===== config.mk =====
export PLATFORM = sky130hd
export DESIGN_NAME = spi_sample_xfer
export DESIGN_NICKNAME = d
export VERILOG_FILES = /design/src/rtl/spi_xfer_pkg.sv /design/src/rtl/sclk_phase_gen.sv /design/src/rtl/spi_sample_xfer.sv
export SDC_FILE = /design/constraint.sdc
export NUM_CORES = 1
export LEC_CHECK = 0
export ABC_AREA = 1
export BUFFER_PORTS_ARGS = -buffer_cell sky130_fd_sc_hd__buf_2
export CAP_MARGIN = 40
export CORE_ASPECT_RATIO = 0.7
export CORE_MARGIN = 10
export CORE_UTILIZATION = 35
export DETAILED_ROUTE_END_ITERATION = 6
export PLACE_DENSITY_LB_ADDON = 0.12
export SYNTH_ARGS = -nofsm -noshare
export SYNTH_HDL_FRONTEND = slang
export SYNTH_SLANG_ARGS = --single-unit

===== constraint.sdc =====
create_clock -name clk -period 2.6 [get_ports clk]
set_input_delay 0.39 -clock clk [delete_from_list [all_inputs] [get_ports clk]]
set_output_delay 0.39 -clock clk [all_outputs]
set_load 0.01 [all_outputs]

===== src/rtl/spi_xfer_pkg.sv =====
// Shared types and width helpers for the per-sample SPI frame engine.
package spi_xfer_pkg;

   localparam int unsigned DEF_DATA_W    = 16;
   localparam int unsigned DEF_SCLK_HALF = 2;

   typedef enum logic [1:0] {
      IDLE  = 2'd0,
      SETUP = 2'd1,
      SHIFT = 2'd2,
      HOLD  = 2'd3
   } xfer_state_t;

   // Half-period counter width; a single-cycle half period still needs one bit.
   function automatic int unsigned half_cnt_w(input int unsigned sclk_half);
      return (sclk_half > 1) ? $clog2(sclk_half) : 1;
   endfunction

   function automatic int unsigned bit_cnt_w(input int unsigned data_w);
      return $clog2(data_w + 1);
   endfunction

endpackage


===== src/rtl/sclk_phase_gen.sv =====
// Half-period timer: while enabled, pulses o_half_tick_c on the last cycle of every
// SCLK_HALF-cycle window. Held at zero while i_clr is high.
module sclk_phase_gen
   import spi_xfer_pkg::*;
#(
   parameter int unsigned SCLK_HALF = DEF_SCLK_HALF
) (
   input  logic i_clk,
   input  logic i_nrst,
   input  logic i_en,
   input  logic i_clr,
   output logic o_half_tick_c
);

   localparam int unsigned     CNT_W = half_cnt_w(SCLK_HALF);
   localparam logic [CNT_W-1:0] LAST = CNT_W'(SCLK_HALF - 1);

   logic [CNT_W-1:0] r_cnt;

   always_ff @(posedge i_clk) begin
      if (!i_nrst || i_clr) begin
         r_cnt <= '0;
      end else if (i_en) begin
         r_cnt <= (r_cnt == LAST) ? '0 : r_cnt + CNT_W'(1);
      end
   end

   assign o_half_tick_c = i_en && (r_cnt == LAST);

endmodule


===== src/rtl/spi_sample_xfer.sv =====
// Per-sample mode-0 SPI master: one start runs one full-duplex DATA_W-bit frame.
// Optional build macro SPI_XFER_LOOPBACK_EN adds a loopback input (mosi -> rx path).
module spi_sample_xfer
   import spi_xfer_pkg::*;
#(
   parameter int unsigned DATA_W    = DEF_DATA_W,
   parameter int unsigned SCLK_HALF = DEF_SCLK_HALF
) (
   input  logic              clk,
   input  logic              nrst,
   input  logic              start,
   input  logic [DATA_W-1:0] tx_data,
   input  logic              miso,
`ifdef SPI_XFER_LOOPBACK_EN
   input  logic              loopback,
`endif
   output logic              cs_n,
   output logic              sclk,
   output logic              mosi,
   output logic [DATA_W-1:0] rx_data,
   output logic              rx_valid,
   output logic              busy,
   output logic              overrun
);

   localparam int unsigned     BCNT_W   = bit_cnt_w(DATA_W);
   localparam logic [BCNT_W-1:0] LAST_BIT = BCNT_W'(DATA_W);

   xfer_state_t       r_state,    w_state_nxt;
   logic [DATA_W-1:0] r_tx_sr,    w_tx_sr_nxt;
   logic [DATA_W-1:0] r_rx_sr,    w_rx_sr_nxt;
   logic [BCNT_W-1:0] r_bit_cnt,  w_bit_cnt_nxt;
   logic              r_phase_hi, w_phase_hi_nxt;
   logic              r_cs_n,     w_cs_n_nxt;
   logic              r_sclk,     w_sclk_nxt;
   logic              r_mosi,     w_mosi_nxt;
   logic [DATA_W-1:0] r_rx_data,  w_rx_data_nxt;
   logic              r_rx_valid, w_rx_valid_nxt;
   logic              r_busy,     w_busy_nxt;
   logic              r_overrun,  w_overrun_nxt;
   logic              w_half_tick;
   logic              w_sample;

   sclk_phase_gen #(
      .SCLK_HALF (SCLK_HALF)
   ) u_phase (
      .i_clk         (clk),
      .i_nrst        (nrst),
      .i_en          (r_state != IDLE),
      .i_clr         (r_state == IDLE),
      .o_half_tick_c (w_half_tick)
   );

`ifdef SPI_XFER_LOOPBACK_EN
   assign w_sample = loopback ? r_mosi : miso;
`else
   assign w_sample = miso;
`endif

   always_ff @(posedge clk) begin
      if (!nrst) begin
         r_state    <= IDLE;
         r_tx_sr    <= '0;
         r_rx_sr    <= '0;
         r_bit_cnt  <= '0;
         r_phase_hi <= 1'b0;
         r_cs_n     <= 1'b1;
         r_sclk     <= 1'b0;
         r_mosi     <= 1'b0;
         r_rx_data  <= '0;
         r_rx_valid <= 1'b0;
         r_busy     <= 1'b0;
         r_overrun  <= 1'b0;
      end else begin
         r_state    <= w_state_nxt;
         r_tx_sr    <= w_tx_sr_nxt;
         r_rx_sr    <= w_rx_sr_nxt;
         r_bit_cnt  <= w_bit_cnt_nxt;
         r_phase_hi <= w_phase_hi_nxt;
         r_cs_n     <= w_cs_n_nxt;
         r_sclk     <= w_sclk_nxt;
         r_mosi     <= w_mosi_nxt;
         r_rx_data  <= w_rx_data_nxt;
         r_rx_valid <= w_rx_valid_nxt;
         r_busy     <= w_busy_nxt;
         r_overrun  <= w_overrun_nxt;
      end
   end

   // Pin values are computed one cycle ahead so every output is a flop.
   always_comb begin
      w_state_nxt    = r_state;
      w_tx_sr_nxt    = r_tx_sr;
      w_rx_sr_nxt    = r_rx_sr;
      w_bit_cnt_nxt  = r_bit_cnt;
      w_phase_hi_nxt = r_phase_hi;
      w_cs_n_nxt     = r_cs_n;
      w_sclk_nxt     = r_sclk;
      w_mosi_nxt     = r_mosi;
      w_rx_data_nxt  = r_rx_data;
      w_rx_valid_nxt = 1'b0;
      w_overrun_nxt  = r_overrun | (start && (r_state != IDLE));

      case (r_state)
         IDLE: begin
            if (start) begin
               w_state_nxt    = SETUP;
               w_tx_sr_nxt    = tx_data;
               w_rx_sr_nxt    = '0;
               w_bit_cnt_nxt  = '0;
               w_phase_hi_nxt = 1'b0;
               w_cs_n_nxt     = 1'b0;
               w_sclk_nxt     = 1'b0;
               w_mosi_nxt     = tx_data[DATA_W-1];
            end
         end
         SETUP: begin
            if (w_half_tick) begin
               w_state_nxt    = SHIFT;
               w_sclk_nxt     = 1'b1;
               w_phase_hi_nxt = 1'b1;
               w_rx_sr_nxt    = {r_rx_sr[DATA_W-2:0], w_sample};
            end
         end
         SHIFT: begin
            if (w_half_tick) begin
               if (r_phase_hi) begin
                  // Falling edge: advance the transmit word.
                  w_sclk_nxt     = 1'b0;
                  w_phase_hi_nxt = 1'b0;
                  w_tx_sr_nxt    = r_tx_sr << 1;
                  w_mosi_nxt     = r_tx_sr[DATA_W-2];
                  w_bit_cnt_nxt  = r_bit_cnt + BCNT_W'(1);
               end else if (r_bit_cnt == LAST_BIT) begin
                  w_state_nxt    = HOLD;
               end else begin
                  w_sclk_nxt     = 1'b1;
                  w_phase_hi_nxt = 1'b1;
                  w_rx_sr_nxt    = {r_rx_sr[DATA_W-2:0], w_sample};
               end
            end
         end
         HOLD: begin
            if (w_half_tick) begin
               w_state_nxt    = IDLE;
               w_cs_n_nxt     = 1'b1;
               w_mosi_nxt     = 1'b0;
               w_rx_data_nxt  = r_rx_sr;
               w_rx_valid_nxt = 1'b1;
            end
         end
         default: begin
            w_state_nxt = IDLE;
         end
      endcase

      w_busy_nxt = (w_state_nxt != IDLE);
   end

   assign cs_n     = r_cs_n;
   assign sclk     = r_sclk;
   assign mosi     = r_mosi;
   assign rx_data  = r_rx_data;
   assign rx_valid = r_rx_valid;
   assign busy     = r_busy;
   assign overrun  = r_overrun;

endmodule


* After elaboration in Yosys (flattened, before gate mapping)
Cells that the tools add are included.
** Cells by class
- Bitwise logic cells :: 1
- Mux-type cells :: 39
- Reductions and logical operators :: 19
- Equality and inequality tests :: 12
- $add $sub $neg :: 2
** Operators with widths (number)
- $mux W16 :: 5
- $pmux W16 S3 :: 1
- $mux W15 :: 3
- $pmux W15 S2 :: 1
- $mux W5 :: 3
- $mux W1 :: 14
- $mux W2 :: 6
- $pmux W5 S2 :: 1
- $reduce_and A5 Y1 :: 2
- $pmux W1 S3 :: 3
- $ne A2 B2 Y1 const B :: 4
- $pmux W2 S4 :: 1
- $reduce_and A4 Y1 :: 2
- $reduce_bool A2 Y1 :: 4
- $ne A2 B1 Y1 const B :: 3
- $reduce_and A6 Y1 :: 1
- $reduce_bool A3 Y1 :: 2
- $add A5 B1 Y5 const B :: 1
- $eq A5 B5 Y1 const B :: 1
- $eq A2 B2 Y1 const B :: 2
- $reduce_and A2 Y1 :: 2
- $ne A3 B3 Y1 const B :: 1
- $reduce_and A3 Y1 :: 1
- $eq A2 B1 Y1 const B :: 1
- 7 further kinds :: 8
** Storage, ports and cells
- Register bits after elaboration :: 62
- Output and inout bits :: 22
- Input port bits :: 20

* Longest topological paths before layout
- Depth after elaboration :: 6
- Mapped depth :: 12
- Gate-level depth less buffers :: 12

* Cells and area by module
From an unflattened synthesis, not the netlist that was laid out.
** Second synthesis, totals
- Cell total of the unflattened synthesis :: 422
- Area total of the unflattened synthesis :: 2857.7 µm²
** By module, submodules not included
- spi_sample_xfer :: area each 2813.9 µm², instances 1, cells each 415
- sclk_phase_gen :: area each 43.8 µm², instances 1, cells each 7

* Worst setup path before layout
No wires, ideal clock.
- Path kind :: reg-to-reg
- Start point :: register r_state[1]
- End point :: register r_rx_sr[4]
- Stages on the path, launching flop included :: 12
- Slack :: 0.980 ns
- Period minus slack after synthesis :: 1.620 ns
- Arrival time :: 1.506 ns
- Library setup time :: 0.114 ns
- Path through :: dfxtp_1 > inv_1 > ha_1 > inv_2 > nand2_4 > nand2_4 > nand2_4 > nor2_8 > nand2_8 > buf_6 > o21ai_1 > nor2_2
** On the way
- Cells in the longest elaborated chain, start to end :: 4
- Elaborated cells on any way between the ends :: 13
- Those cells by class :: eq/ne: 7; mux: 1; reduce/logical: 5
** RTL lines
- start: declaration :: RTL line spi_sample_xfer.sv:29 : xfer_state_t r_state, w_state_nxt;
- start signal: assignment :: RTL line spi_sample_xfer.sv:75 : r_state <= w_state_nxt;
- $reduce_bool A2 Y1 :: RTL line spi_sample_xfer.sv:49 : .i_en (r_state != IDLE),
- $logic_and A1 B1 Y1 :: RTL line sclk_phase_gen.sv:28 : assign o_half_tick_c = i_en && (r_cnt == LAST);
- $ne A2 B1 Y1 (no source line)
- $reduce_and A6 Y1 (no source line)
- end signal: assignment :: RTL line spi_sample_xfer.sv:77 : r_rx_sr <= w_rx_sr_nxt;
- end: declaration :: RTL line spi_sample_xfer.sv:31 : logic [DATA_W-1:0] r_rx_sr, w_rx_sr_nxt;
Parallel ways exist; a longest one is shown, timed or not.
A chain may end at the register's enable or synchronous reset.

* Worst setup path in the final report
- Start point :: register r_state[1]
- End point :: register r_rx_data[10], in the netlist rx_data[10]
** On the way
- Cells in the longest elaborated chain, start to end :: 3
- Elaborated cells on any way between the ends :: 4
- Those cells by class :: eq/ne: 1; reduce/logical: 3
** RTL lines
- $reduce_bool A2 Y1 :: RTL line spi_sample_xfer.sv:49
- $logic_and A1 B1 Y1 :: RTL line sclk_phase_gen.sv:28
- $reduce_and A2 Y1 (no source line) *
- end signal: assignment :: RTL line spi_sample_xfer.sv:83 : r_rx_data <= w_rx_data_nxt;
- end: declaration :: RTL line spi_sample_xfer.sv:37 : logic [DATA_W-1:0] r_rx_data, w_rx_data_nxt;
Every way passes the cells marked *; elsewhere a longest branch is shown, timed or not.

==> key figures <==
Power and ir drop
  • Pwr Total: 0.00244 W
  • Leak: 1.69 nW
  • Maximum vdd ir drop: 0.000271 V
  • Pwr Density: 730 nW/um^2

Yosys
  • Top_reg_cell synth: dfxtp_1
  • Yosys top cell area share: 43.8%
  • Post-synth net total: 402
  • Post-synthesis cell area: 2830 sq um
  • Dominant cell type by area after synthesis: dfxtp_1
  • Synth top area cells: dfxtp_1, nand2_1, nor2_1
  • Most numerous cell in the Yosys netlist: nand2_1
  • Seq/Total Area, Yosys: 43.8%
  • Synth warn: 0
  • Commonest cells post-synth: nand2_1, dfxtp_1, nor2_1
  • Synth Register Bits: 62
  • Post-synth EDFFs: 0
  • Syn Area/Cell: 7.54 sq um
  • Post-synthesis cell type count: 28
  • Syn Inst Count: 376
  • Ys async rst share: 0%

Floorplan
  • Die Wd: 128 um
  • Core footprint: 7870 sq um
  • Die height: 95.3 um
  • I/O pin count: 42
  • Row Count: 27
  • Die area: 12200 sq um
  • Starting Density: 36.0%

Layout
  • Util after Layout: 42.4%
  • Register area: 1240 sq um
  • Area of the multi-input gates: 1320 sq um
  • Final nets: 440
  • Area growth, synth to finish: 17.8%
  • Layout cell share with drive strength beyond 1: 22.4%
  • Fill cells: 836
  • # diodes: 0

Route
  • Via/cell ratio: 4.51
  • DRT Pass-1 Iters: 4
  • DR top layer: met4
  • Antenna Nets Post-Route: 0
  • Met3 routed WL: 352 um
  • WL/cell: 12.5 um
  • Metal1 wirelength: 3340 um
  • DRC viols: 0
  • WL final: 6500 um
  • Metal2 WL: 2720 um
  • Initial DRC count: 148
  • Via count: 2346

Timing
  • RSZ-0062 raised after global routing: no
  • Fin. Hold Viols: 0
  • Final setup viols: 0
  • Period utilization: 72.2%
  • Slew margin rel.: 56.8%
  • Skew final: 0.00598 ns
  • Max Clk Rate: 533 MHz
  • Tmin final: 1.88 ns
  • Worst-margin pin slew: 0.648 ns
  • Setup_tns: 0 ns
  • Min Hold Slack: 0.340 ns
  • Final max-slew violation count: 0

Worst setup path
  • Worst path required time: 2.87 ns
  • Crit. End Element: flip-flop
  • Crit path arrival time: 2.15 ns
  • Crit-path max FO: 16
  • RR Endpoint: rx_data[10]
  • Reg2reg start: r_state[1]
  • Reg2reg path depth: 8
  • Startpoint class of the critical path: flip-flop
  • Worst R2R Setup Slack: 0.72 ns
  • CP Class: flip-flop to flip-flop

Global route
  • Total congestion overflow: 0
  • First-pass GRT wire length: 10800 um
  • Total Routing Usage GR: 11.1%
  • Largest net degree at the start of global routing: 30
  • Vias in the first global route: 2259
  • Antenna violations before repair: 0

Clock tree
  • CTS tree: built
  • Clock sink count: 62
  • PostCTS Resize Cnt: 0
  • Clock Path Buffers: 2
  • Postcts setup bufs: 0
  • CTS buffer count: 9
  • Worst-path clk slew: 0.06 ns
  • Number of hold buffers added after CTS: 0
  • Clock Latency Late Sink: 0.33 ns
  • Clock root buffer: clkbuf_16
  • H-tree depth: 3

Min path
  • Hold Path Class: input port to flip-flop
  • Worst hold start: tx_data[0]
  • Worst Hold End: r_tx_sr[0]
  • Hold Crit Depth: 3

Status
  • Status: completed

Placement
  • Placer Congestion: 0.757
  • Port Buffers: 41
  • HPWL Detailed: 4430 um

Flow run
  • Max-cap violations: 0
-- state kept, by name, summed over array words and instances (netlist names) --
name and count:
r_rx_sr 16, rx_data 16, r_tx_sr 15, r_bit_cnt 5
r_state 2, busy 1, cs_n 1, mosi 1
overrun 1, r_phase_hi 1, rx_valid 1, sclk 1
u_phase.r_cnt 1
-- routing by layer --
| layer | global-route usage (%) | vias up |
|---|---|---|
| met3 | 4.55 | 10 |
| met4 | 4.73 | 0 |
| met1 | 14.2 | 1050 |
| li1 | - | 1258 |
| met2 | 16.2 | 28 |
| met5 | 0 | - |
-- metrics by stage --
step / std cells / setup slack (ns) / instance area, sq um
floorplan: 376 / 0.980 / 2830
global placement: 504 / 0.786 / 3060
detailed placement: 504 / 0.713 / 3060
CTS: 520 / 0.696 / 3340
global route: 520 / 0.482 / 3340
finish: 520 / 0.723 / 3340
-- worst max-delay path by stage --
stage | start | end | slack (ns) | cells past startpoint
6_report | r_state[1] | rx_data[10] | 0.72 | 8
4_1_cts | r_state[1] | r_tx_sr[0] | 0.70 | 11
3_3_place_gp | r_state[0] | busy | 0.79 | 11
2_1_floorplan | r_state[1] | r_rx_sr[4] | 0.98 | 11
3_5_place_dp | r_state[1] | r_tx_sr[0] | 0.71 | 11
5_1_grt | r_state[0] | busy | 0.48 | 11
-- cell type report --
cell class,instances,share of cell area [%]
clock buffers,9,6.75
clock inverters,7,1.46
inverters,40,4.72
multi-input cells,258,39.5
flip-flops and latches,62,37.2
well taps,101,3.79
repair buffers,43,6.60
-- critical path: stages (launching register included) --
cell     delay [ns]
dfxtp_1        0.40
inv_1          0.11
ha_1           0.24
inv_2          0.12
nand2_4        0.10
nor2_1         0.10
nand2_1        0.08
inv_1          0.42
a22o_1         0.24
-- cell families (layout without fill, tap and decap cells) --
family | count (synthesis) | count (layout) | share of synthesized area (%)
adders and majority gates | 6 | 6 | 2.65
and+or+nand+nor | 188 | 188 | 30.1
buffers and inverters | 56 | 99 | 9.67
xor gates and xnor gates | 1 | 1 | 0.309
DFF | 62 | 62 | 43.8
AOI/OAI and AO/OA | 63 | 63 | 13.5
-- placed cells by master, fill, tap and decap left out --
cell type	instances
a21oi_1	10
a22o_1	15
buf_2	41
buf_4	2
clkbuf_16	9
clkinv_2	3
clkinv_4	2
clkinvlp_4	1
dfxtp_1	62
ha_1	6
inv_1	31
inv_2	7
inv_4	1
inv_6	2
nand2_1	96
nand2_2	1
nand2_4	4
nand2_8	2
nand3_1	11
nand4_1	1
nor2_1	54
nor2_2	16
nor2_4	1
nor2_8	1
nor3_1	1
o21ai_0	23
o21ai_1	14
o21ai_4	1
xor2_1	1
-- where the power goes --
part	total [W]	switching [W]	internal, W
Clock	0.00110	0.000449	0.000647
Combinational	0.000282	0.000180	0.000101
Sequential	0.00106	0.0000441	0.00102
Total	0.00244	0.000674	0.00176
(Power assumes the default switching activity.)
